### src/rtl/arbiter.sv
// rtl/arbiter.sv - three-requester hold-until-release arbiter, optional ARBITER_ROUND_ROBIN_EN rotation
module arbiter (
    input  logic clk,
    input  logic reset,
    input  logic r0,
    input  logic r1,
    input  logic r2,
    output logic g0,
    output logic g1,
    output logic g2
);

    typedef enum logic [1:0] {
        IDLE = 2'd0,
        GNT0 = 2'd1,
        GNT1 = 2'd2,
        GNT2 = 2'd3
    } state_t;

    state_t r_state;
    state_t w_next;
    state_t w_pick;

`ifdef ARBITER_ROUND_ROBIN_EN
    // Index of the most recent owner; selection starts at the requester after it.
    logic [1:0] r_last;

    // Rotating-priority choice among current requests, starting after the last owner.
    always_comb begin
        w_pick = IDLE;
        case (r_last)
            2'd0: begin
                if      (r1) w_pick = GNT1;
                else if (r2) w_pick = GNT2;
                else if (r0) w_pick = GNT0;
            end
            2'd1: begin
                if      (r2) w_pick = GNT2;
                else if (r0) w_pick = GNT0;
                else if (r1) w_pick = GNT1;
            end
            default: begin
                if      (r0) w_pick = GNT0;
                else if (r1) w_pick = GNT1;
                else if (r2) w_pick = GNT2;
            end
        endcase
    end

    // Remember who owns the resource whenever a grant is (re)established.
    always_ff @(posedge clk) begin
        if (reset) begin
            r_last <= 2'd2;
        end else begin
            case (w_next)
                GNT0:    r_last <= 2'd0;
                GNT1:    r_last <= 2'd1;
                GNT2:    r_last <= 2'd2;
                default: r_last <= r_last;
            endcase
        end
    end
`else
    // Fixed-priority choice among current requests: r0 > r1 > r2.
    always_comb begin
        w_pick = IDLE;
        if      (r0) w_pick = GNT0;
        else if (r1) w_pick = GNT1;
        else if (r2) w_pick = GNT2;
    end
`endif

    // Next state: owners hold while requesting; on release hand over directly.
    always_comb begin
        w_next = r_state;
        case (r_state)
            IDLE:    w_next = w_pick;
            GNT0:    if (!r0) w_next = w_pick;
            GNT1:    if (!r1) w_next = w_pick;
            GNT2:    if (!r2) w_next = w_pick;
            default: w_next = IDLE;
        endcase
    end

    // State register; reset forces IDLE regardless of requests.
    always_ff @(posedge clk) begin
        if (reset) begin
            r_state <= IDLE;
        end else begin
            r_state <= w_next;
        end
    end

    // Grants decode the registered state only, so they are one-hot-or-zero and glitch-free.
    assign g0 = (r_state == GNT0);
    assign g1 = (r_state == GNT1);
    assign g2 = (r_state == GNT2);

endmodule

### config.mk
export PLATFORM = sky130hd
export DESIGN_NAME = arbiter
export DESIGN_NICKNAME = d
export VERILOG_FILES = /design/src/rtl/arbiter.sv
export SDC_FILE = /design/constraint.sdc
export NUM_CORES = 1
export LEC_CHECK = 0
export BUFFER_PORTS_ARGS = -buffer_cell sky130_fd_sc_hd__buf_2
export CAP_MARGIN = 10
export CELL_PAD_IN_SITES_DETAIL_PLACEMENT = 0
export CELL_PAD_IN_SITES_GLOBAL_PLACEMENT = 2
export CORE_AREA = 3 3 40 42
export CTS_CLUSTER_SIZE = 25
export DETAILED_ROUTE_END_ITERATION = 6
export DIE_AREA = 0 0 43 45
export GPL_TIMING_DRIVEN = 0
export PLACE_DENSITY_LB_ADDON = 0.2
export SYNTH_ARGS = -nofsm -noshare
export SYNTH_HDL_FRONTEND = slang
export SYNTH_SLANG_ARGS = --single-unit
### constraint.sdc
create_clock -name clk -period 1 [get_ports clk]
set_input_delay 0.1 -clock clk [delete_from_list [all_inputs] [get_ports clk]]
set_output_delay 0.1 -clock clk [all_outputs]
set_load 0.01 [all_outputs]
==> impl_table.tex, run 1 <==
\begin{tabular}{lr}
\hline
Metric & Value \\
\hline
\multicolumn{2}{l}{\textbf{Die}} \\
\quad Total die area & 1940 µm² \\
\quad Number of cell rows & 13 \\
\quad Vertical die dimension & 45 µm \\
\quad Area inside the core boundary & 1280 µm² \\
\quad IO Count & 8 \\
\quad Floorplan die width & 43 µm \\
\quad Initial cell density of the core & 8.96\% \\
\multicolumn{2}{l}{\textbf{Placed design}} \\
\quad Instance count after placement with tap cells included & 34 \\
\quad Worst-case setup slack after placement & 167 ps \\
\quad Count of input and output buffers & 7 \\
\quad Final weighted congestion in routability-driven placement & 0.587 \\
\quad Post-DP HPWL & around 250 µm \\
\multicolumn{2}{l}{\textbf{Synthesis}} \\
\quad Synthesized area per cell & 9.59 µm² \\
\quad Post-synth EDFFs & 0 \\
\quad Post-synthesis sequential element count & 2 \\
\quad Main area contributors after synthesis & sky130\_fd\_sc\_hd\_\_dfxtp\_1 (35\%), sky130\_fd\_sc\_hd\_\_mux2i\_1 (17\%), sky130\_fd\_sc\_hd\_\_a211oi\_2 (11\%) \\
\quad Synth Net Count & 17 \\
\quad Most common flop cell mapped by yosys & sky130\_fd\_sc\_hd\_\_dfxtp\_1 \\
\quad Distinct cells, synth & 9 \\
\quad Synthesized netlist cell count & 12 \\
\quad Yosys top cell area share & 34.8\% \\
\quad Proportion of register bits with asynchronous set or reset after synthesis & 0\% \\
\quad Count of synthesis-stage warnings from yosys & 0 \\
\quad Post-synth top cells & sky130\_fd\_sc\_hd\_\_dfxtp\_1 (2), sky130\_fd\_sc\_hd\_\_mux2i\_1 (2), sky130\_fd\_sc\_hd\_\_nor2\_1 (2) \\
\quad Sequential-to-total area share from yosys stat & 34.8\% \\
\quad Cell area after synthesis & 115 µm² \\
\quad Cell taking the most area after synthesis & sky130\_fd\_sc\_hd\_\_dfxtp\_1 \\
\multicolumn{2}{l}{\textbf{STA}} \\
\quad Final Hold Slack & 57.1 ps \\
\quad Worst slew pin tran & roughly 210 ps \\
\quad Final critical delay including setup and external delays & 946 ps \\
\quad Setup TNS after final layout & 0 ps \\
\quad Setup violations, final & 0 \\
\quad Final setup margin & roughly 54 ps \\
\quad Final Hold Violating Endpoints & 0 \\
\quad Worst-case headroom to the max-slew limit & 86.1\% \\
\quad Final Max Tran Viols & 0 \\
\quad Clock skew & 0.595 ps \\
\quad Portion of the clock cycle consumed by the worst path in the final layout & between 90\% and 100\% \\
\quad Unrepaired setup endpoints after global routing & false \\
\quad Maximum clock frequency & 1.06 GHz \\
\multicolumn{2}{l}{\textbf{Critical path}} \\
\quad Crit Path Category & reg -> out \\
\quad Required time at the endpoint of the critical path & 900 ps \\
\quad Worst Path Max Fanout & 4 \\
\quad Arrival time of the worst setup path & 850 ps \\
\quad Crit start category & register \\
\quad Endpoint type of the worst setup path & output port \\
\multicolumn{2}{l}{\textbf{Routing}} \\
\quad Detailed-routing iteration count for the pre-antenna-repair pass & 3 \\
\quad Average vias per placed instance & 3.37 \\
\quad Number of vias in the routed layout & 128 \\
\quad Violation count after the first detailed-routing iteration & 2 \\
\quad Detailed-route wire length per cell & approximately 8.0 µm \\
\quad Antenna violation net count after detailed routing & 0 \\
\quad Final wirelength & 304 µm \\
\quad Count of unresolved DRC violations after routing & 0 \\
\multicolumn{2}{l}{\textbf{Power}} \\
\quad Power share of the clock group & 54.4\% \\
\quad Power per cell area & $\sim$1600 nW/µm² \\
\quad Sequential group share of total power & 29.3\% \\
\quad Switching power share of the total & 22.3\% \\
\quad Switching power & 0.0000715 W \\
\quad Power consumption & $\sim$0.00032 W \\
\quad Maximum vdd ir drop & 0.314 mV \\
\quad Power Internal & 0.000249 W \\
\quad Leakage power & 0.0948 nW \\
\quad Logic pwr share & 16.3\% \\
\multicolumn{2}{l}{\textbf{Final layout}} \\
\quad Layout fillers & 143 \\
\quad Fraction of final layout cells sized beyond drive strength 1 & 60.9\% \\
\quad Flip-flop count of the largest register, all copies and words added & 2 \\
\quad Post-layout nets & 30 \\
\quad Layout overhead on the synthesized area & 77.2\% \\
\quad Largest regs & r\_state (2) \\
\quad Antenna diode count & 0 \\
\quad Layout Cells excl Fill & 38 \\
\quad Biggest register & r\_state \\
\multicolumn{2}{l}{\textbf{Global routing}} \\
\quad GRT Residual Overflow & 0 \\
\quad Initial antenna violation count & 0 \\
\quad Pin count of the biggest net entering global routing & 6 \\
\quad Aggregate global-route resource usage & 3.41\% \\
\quad Global-route wire length before repair & 427 µm \\
\quad Number of global-route vias before repair & approximately 130 \\
\multicolumn{2}{l}{\textbf{Clock network}} \\
\quad TritonCTS clock tree & yes \\
\quad Number of buffers inserted during clock tree synthesis & 3 \\
\quad CTS clk-pin slew, worst paths & about 30 ps \\
\quad Hold Buf Count CTS & 0 \\
\quad CTS Root Cell & sky130\_fd\_sc\_hd\_\_clkbuf\_4 \\
\quad Max Buffers Root-to-Sink & 2 \\
\quad CTS H-Tree Depth & 1 \\
\quad Insertion delay of the later-clocked pin in the worst-skew pair & 220 ps \\
\quad Clk sink count & 2 \\
\multicolumn{2}{l}{\textbf{Worst hold path}} \\
\quad Type of the most critical hold path & in -> reg \\
\multicolumn{2}{l}{\textbf{Job}} \\
\quad Count of maximum capacitance violations & 0 \\
\multicolumn{2}{l}{\textbf{Status}} \\
\quad Result of the run & completed \\
\hline
\end{tabular}
-- final cells by class --
class	instances	area, µm²	share of cell area, %
multi-input combinational	10	75.1	36.8
sequential	2	45.0	22.1
timing repair buffer	8	42.5	20.9
clock buffer	3	22.5	11.0
tap	15	18.8	9.20
-- power groups by stage --
| stage | clock [W] | sequential (W) | combinational (W) |
|---|---|---|---|
| global route | 0.000194 | 0.0000948 | 0.0000577 |
| finish | 0.000174 | 0.0000938 | 0.0000522 |
| global placement | 0 | 0.0000963 | 0.0000469 |
| CTS | 0.000187 | 0.0000962 | 0.0000467 |
| detailed placement | 0 | 0.0000965 | 0.0000466 |
| floorplan | 0 | 0.0000939 | 0.0000258 |
-- metrics by stage --
step | utilization (%) | cell area, µm²
finish | 15.9 | 204
global route | 15.9 | 204
CTS | 15.0 | 193
detailed placement | 13.1 | 169
global placement | 13.1 | 169
floorplan | - | 115
-- worst max-delay path, cell delays in order, from the launching register on --
cell and delay (ps):
sky130_fd_sc_hd__dfxtp_4 340, sky130_fd_sc_hd__and2b_1 160, sky130_fd_sc_hd__buf_2 130
-- layer usage --
metal,share of wire (%),track usage [%],wire length [µm],vias up
met5,0,0,0,-
met4,0,5.42,0,0
met3,5.9,1.20,18,0
met2,57,5.69,172,4
met1,37,2.39,113,58
li1,-,-,-,66
-- placed cells by master (no fill, tap or decap), drive strengths merged --
cell type	count
a211oi	1
and2	1
and2b	1
buf	8
clkbuf	3
dfxtp	2
mux2i	2
nand2b	1
nor2	2
nor2b	1
o32ai	1
-- worst paths after layout --
path / endpoint / slack (ps) / depth (start not counted) / start
max reg2reg: r_state[0] / 120 / 3 / r_state[1]
max: g0 / 50 / 2 / r_state[1]
min: r_state[0] / 60 / 2 / reset
min reg2reg: r_state[1] / 600 / 2 / r_state[0]
-- logic make-up (layout without fill, tap and decap cells) --
logic type	after synthesis	count (layout)	synth area share [%]
AO/OA/AOI/OAI	2	2	18.5
buffers and inverters	0	11	0
AND/OR/NAND/NOR	6	6	29.4
multiplexers	2	2	17.4
flip-flops	2	2	34.8
-- repair_timing --
| action | in CTS | in global routing |
|---|---|---|
| setup buffers | 0 | 1 |
| endpoints found under the setup margin | 1 | 2 |
| resized for setup | 1 | 2 |
Power figures use the tool's default switching activity.
==> inputs of run 2 (changes only) <==
- CELL_PAD_IN_SITES_DETAIL_PLACEMENT: 0 -> 1
- CELL_PAD_IN_SITES_GLOBAL_PLACEMENT: 2 -> 1
==> impl_table.tex, run 2 (synthesis gave the netlist of run 1 again) <==
\begin{tabular}{lr}
\hline
Metric & Value \\
\hline
\multicolumn{2}{l}{\textbf{Final layout}} \\
\quad Layout fillers & around 160 \\
\quad Leading cell type in the layout, fill and taps excluded & sky130\_fd\_sc\_hd\_\_buf\_2 \\
\quad Register Area & 45.0 µm² \\
\quad Largest regs & r\_state (2) \\
\quad Layout overhead on the synthesized area & 70.7\% \\
\quad Post-layout nets & 29 \\
\quad Fraction of final layout cells sized beyond drive strength 1 & $\sim$60\% \\
\quad Multi-input combinational cell area & between 70 and 80 µm² \\
\quad Biggest register & r\_state \\
\quad Most frequent cells in the layout & sky130\_fd\_sc\_hd\_\_buf\_2 (7), sky130\_fd\_sc\_hd\_\_clkbuf\_4 (3), sky130\_fd\_sc\_hd\_\_mux2i\_1 (2), sky130\_fd\_sc\_hd\_\_nor2\_1 (2) \\
\quad Antenna diode count & 0 \\
\quad Flip-flop count of the largest register, all copies and words added & 2 \\
\multicolumn{2}{l}{\textbf{Worst hold path}} \\
\quad Hold endpoint & r\_state[0] \\
\quad Start point of the worst min-delay path & reset \\
\quad Worst Hold Path Cells & 2 \\
\quad Type of the most critical hold path & in -> reg \\
\multicolumn{2}{l}{\textbf{Critical path}} \\
\quad WP buf/inv & 1 \\
\quad Worst setup startpoint & r\_state[1] \\
\quad Reg2Reg Setup Slack & 230 ps \\
\quad Reg2reg start & r\_state[1] \\
\quad Arrival time of the worst setup path & 870 ps \\
\quad Crit path cell chain & and2b\_1 -> buf\_2 \\
\quad Crit start category & register \\
\quad Required time at the endpoint of the critical path & 900 ps \\
\quad Peak per-stage delay on the critical path & roughly 350 ps \\
\quad Worst Reg-to-Reg Cells & 2 \\
\quad Kind of cell with the highest combined delay on the critical path & flip-flops \\
\quad Reg-to-Reg End & r\_state[0] \\
\quad Worst Path Max Fanout & 5 \\
\quad Crit-path slowest cell & sky130\_fd\_sc\_hd\_\_dfxtp\_4 \\
\quad Crit Path Category & reg -> out \\
\quad Endpoint type of the worst setup path & output port \\
\multicolumn{2}{l}{\textbf{STA}} \\
\quad Portion of the clock cycle consumed by the worst path in the final layout & 97.1\% \\
\quad Maximum clock frequency & 1.03 GHz \\
\quad Worst slew pin tran & around 240 ps \\
\quad Setup violations, final & 0 \\
\quad Worst-case headroom to the max-slew limit & a little over four fifths \\
\quad Final Max Tran Viols & 0 \\
\quad Final critical delay including setup and external delays & $\sim$1000 ps \\
\quad Clock skew & 1.02 ps \\
\quad Final Hold Violating Endpoints & 0 \\
\quad Unrepaired setup endpoints after global routing & true \\
\quad Final setup margin & about 29 ps \\
\multicolumn{2}{l}{\textbf{Die}} \\
\quad Number of cell rows & 13 \\
\quad Floorplan die width & around 43 µm \\
\quad Initial cell density of the core & 8.96\% \\
\quad Vertical die dimension & 45 µm \\
\quad IO Count & 8 \\
\quad Area inside the core boundary & between 1000 and 1500 µm² \\
\quad Total die area & 1940 µm² \\
\multicolumn{2}{l}{\textbf{Routing}} \\
\quad Detailed-route wire length per cell & 8.38 µm \\
\quad Number of vias in the routed layout & 126 \\
\quad Antenna violation net count after detailed routing & 0 \\
\quad Average vias per placed instance & 3.41 \\
\quad Detailed-routing iteration count for the pre-antenna-repair pass & 1 \\
\quad Count of unresolved DRC violations after routing & 0 \\
\quad Final wirelength & 310 µm \\
\quad Violation count after the first detailed-routing iteration & 0 \\
\multicolumn{2}{l}{\textbf{Power}} \\
\quad Power Internal & 0.000245 W \\
\quad Switching power share of the total & $\sim$22\% \\
\quad Power share of the clock group & 55.0\% \\
\quad Maximum vdd ir drop & approximately 0.25 mV \\
\quad Power consumption & approximately 0.00032 W \\
\quad Sequential group share of total power & between 30\% and 40\% \\
\quad Leakage power & approximately 0.09 nW \\
\quad Switching power & 0.0000698 W \\
\quad Logic pwr share & about 15\% \\
\quad Power per cell area & 1600 nW/µm² \\
\multicolumn{2}{l}{\textbf{Clock network}} \\
\quad Clk sink count & 2 \\
\quad Insertion delay of the later-clocked pin in the worst-skew pair & between 200 and 250 ps \\
\quad TritonCTS clock tree & yes \\
\quad CTS H-Tree Depth & 1 \\
\quad Max Buffers Root-to-Sink & 2 \\
\quad Number of buffers inserted during clock tree synthesis & 3 \\
\quad Setup bufs post-CTS & 0 \\
\quad CTS clk-pin slew, worst paths & 30 ps \\
\quad Hold Buf Count CTS & 0 \\
\quad CTS Root Cell & sky130\_fd\_sc\_hd\_\_clkbuf\_4 \\
\multicolumn{2}{l}{\textbf{Global routing}} \\
\quad Global-route wire length before repair & 524 µm \\
\quad Initial antenna violation count & 0 \\
\quad Aggregate global-route resource usage & 4.41\% \\
\quad Number of global-route vias before repair & 153 \\
\quad GRT Residual Overflow & 0 \\
\quad Pin count of the biggest net entering global routing & 6 \\
\multicolumn{2}{l}{\textbf{Placed design}} \\
\quad Worst-case setup slack after placement & about 170 ps \\
\quad Final weighted congestion in routability-driven placement & 0.592 \\
\quad Count of input and output buffers & 7 \\
\multicolumn{2}{l}{\textbf{Job}} \\
\quad Count of maximum capacitance violations & 0 \\
\multicolumn{2}{l}{\textbf{Status}} \\
\quad Result of the run & completed \\
\hline
\end{tabular}
==> run 2: cell types whose count changed in the layout (fill, tap and decap cells not counted) <==
cell,delta
sky130_fd_sc_hd__buf_4,-1
==> run 2: routing by layer <==
metal,GRT usage [%],vias up,wire [µm]
met5,0,-,0
met4,7.23,0,0
met3,3.59,0,31
met2,6.89,5,175
met1,2.16,57,103
li1,-,64,-
==> run 2: through the flow <==
stage               setup TNS [ps]  utilization (%)  instances  hold slack [ps]  instance area, µm²
detailed placement               0             13.1         34              302                 169
CTS                              0             15.0         37             71.2                 193
global placement                 0             13.1         34              296                 169
finish                           0             15.3         37             65.5                 196
global route                 -21.3             15.3         37             63.2                 196
floorplan                        0                -         12              165                 115
==> run 2: layout make-up <==
class | count | area share [%]
well taps | 15 | 9.55
repair buffers | 7 | 17.8
clock buffers | 3 | 11.5
flip-flops and latches | 2 | 22.9
multi-input cells | 10 | 38.2
==> run 2: repair_timing <==
item,in CTS,in global routing
pin swaps,0,0
gates resized for setup,1,2
setup endpoints to repair,2,2
==> run 2: worst max-delay path by stage <==
stage / endpoint / slack (ps) / cells past startpoint
4_1_cts: g0 / 7 / 2
2_1_floorplan: r_state[0] / 240 / 2
3_3_place_gp: r_state[0] / 160 / 2
5_1_grt: g0 / -20 / 2
6_report: g0 / 30 / 2
3_5_place_dp: r_state[0] / 170 / 2
==> run 2: power groups by stage <==
stage	sequential, W	clock [W]	combinational (W)
5_1_grt	0.0000972	0.000198	0.0000514
3_3_place_gp	0.0000967	0	0.0000467
2_1_floorplan	0.0000939	0	0.0000258
6_report	0.0000950	0.000173	0.0000467
4_1_cts	0.0000958	0.000182	0.0000482
3_5_place_dp	0.0000961	0	0.0000480
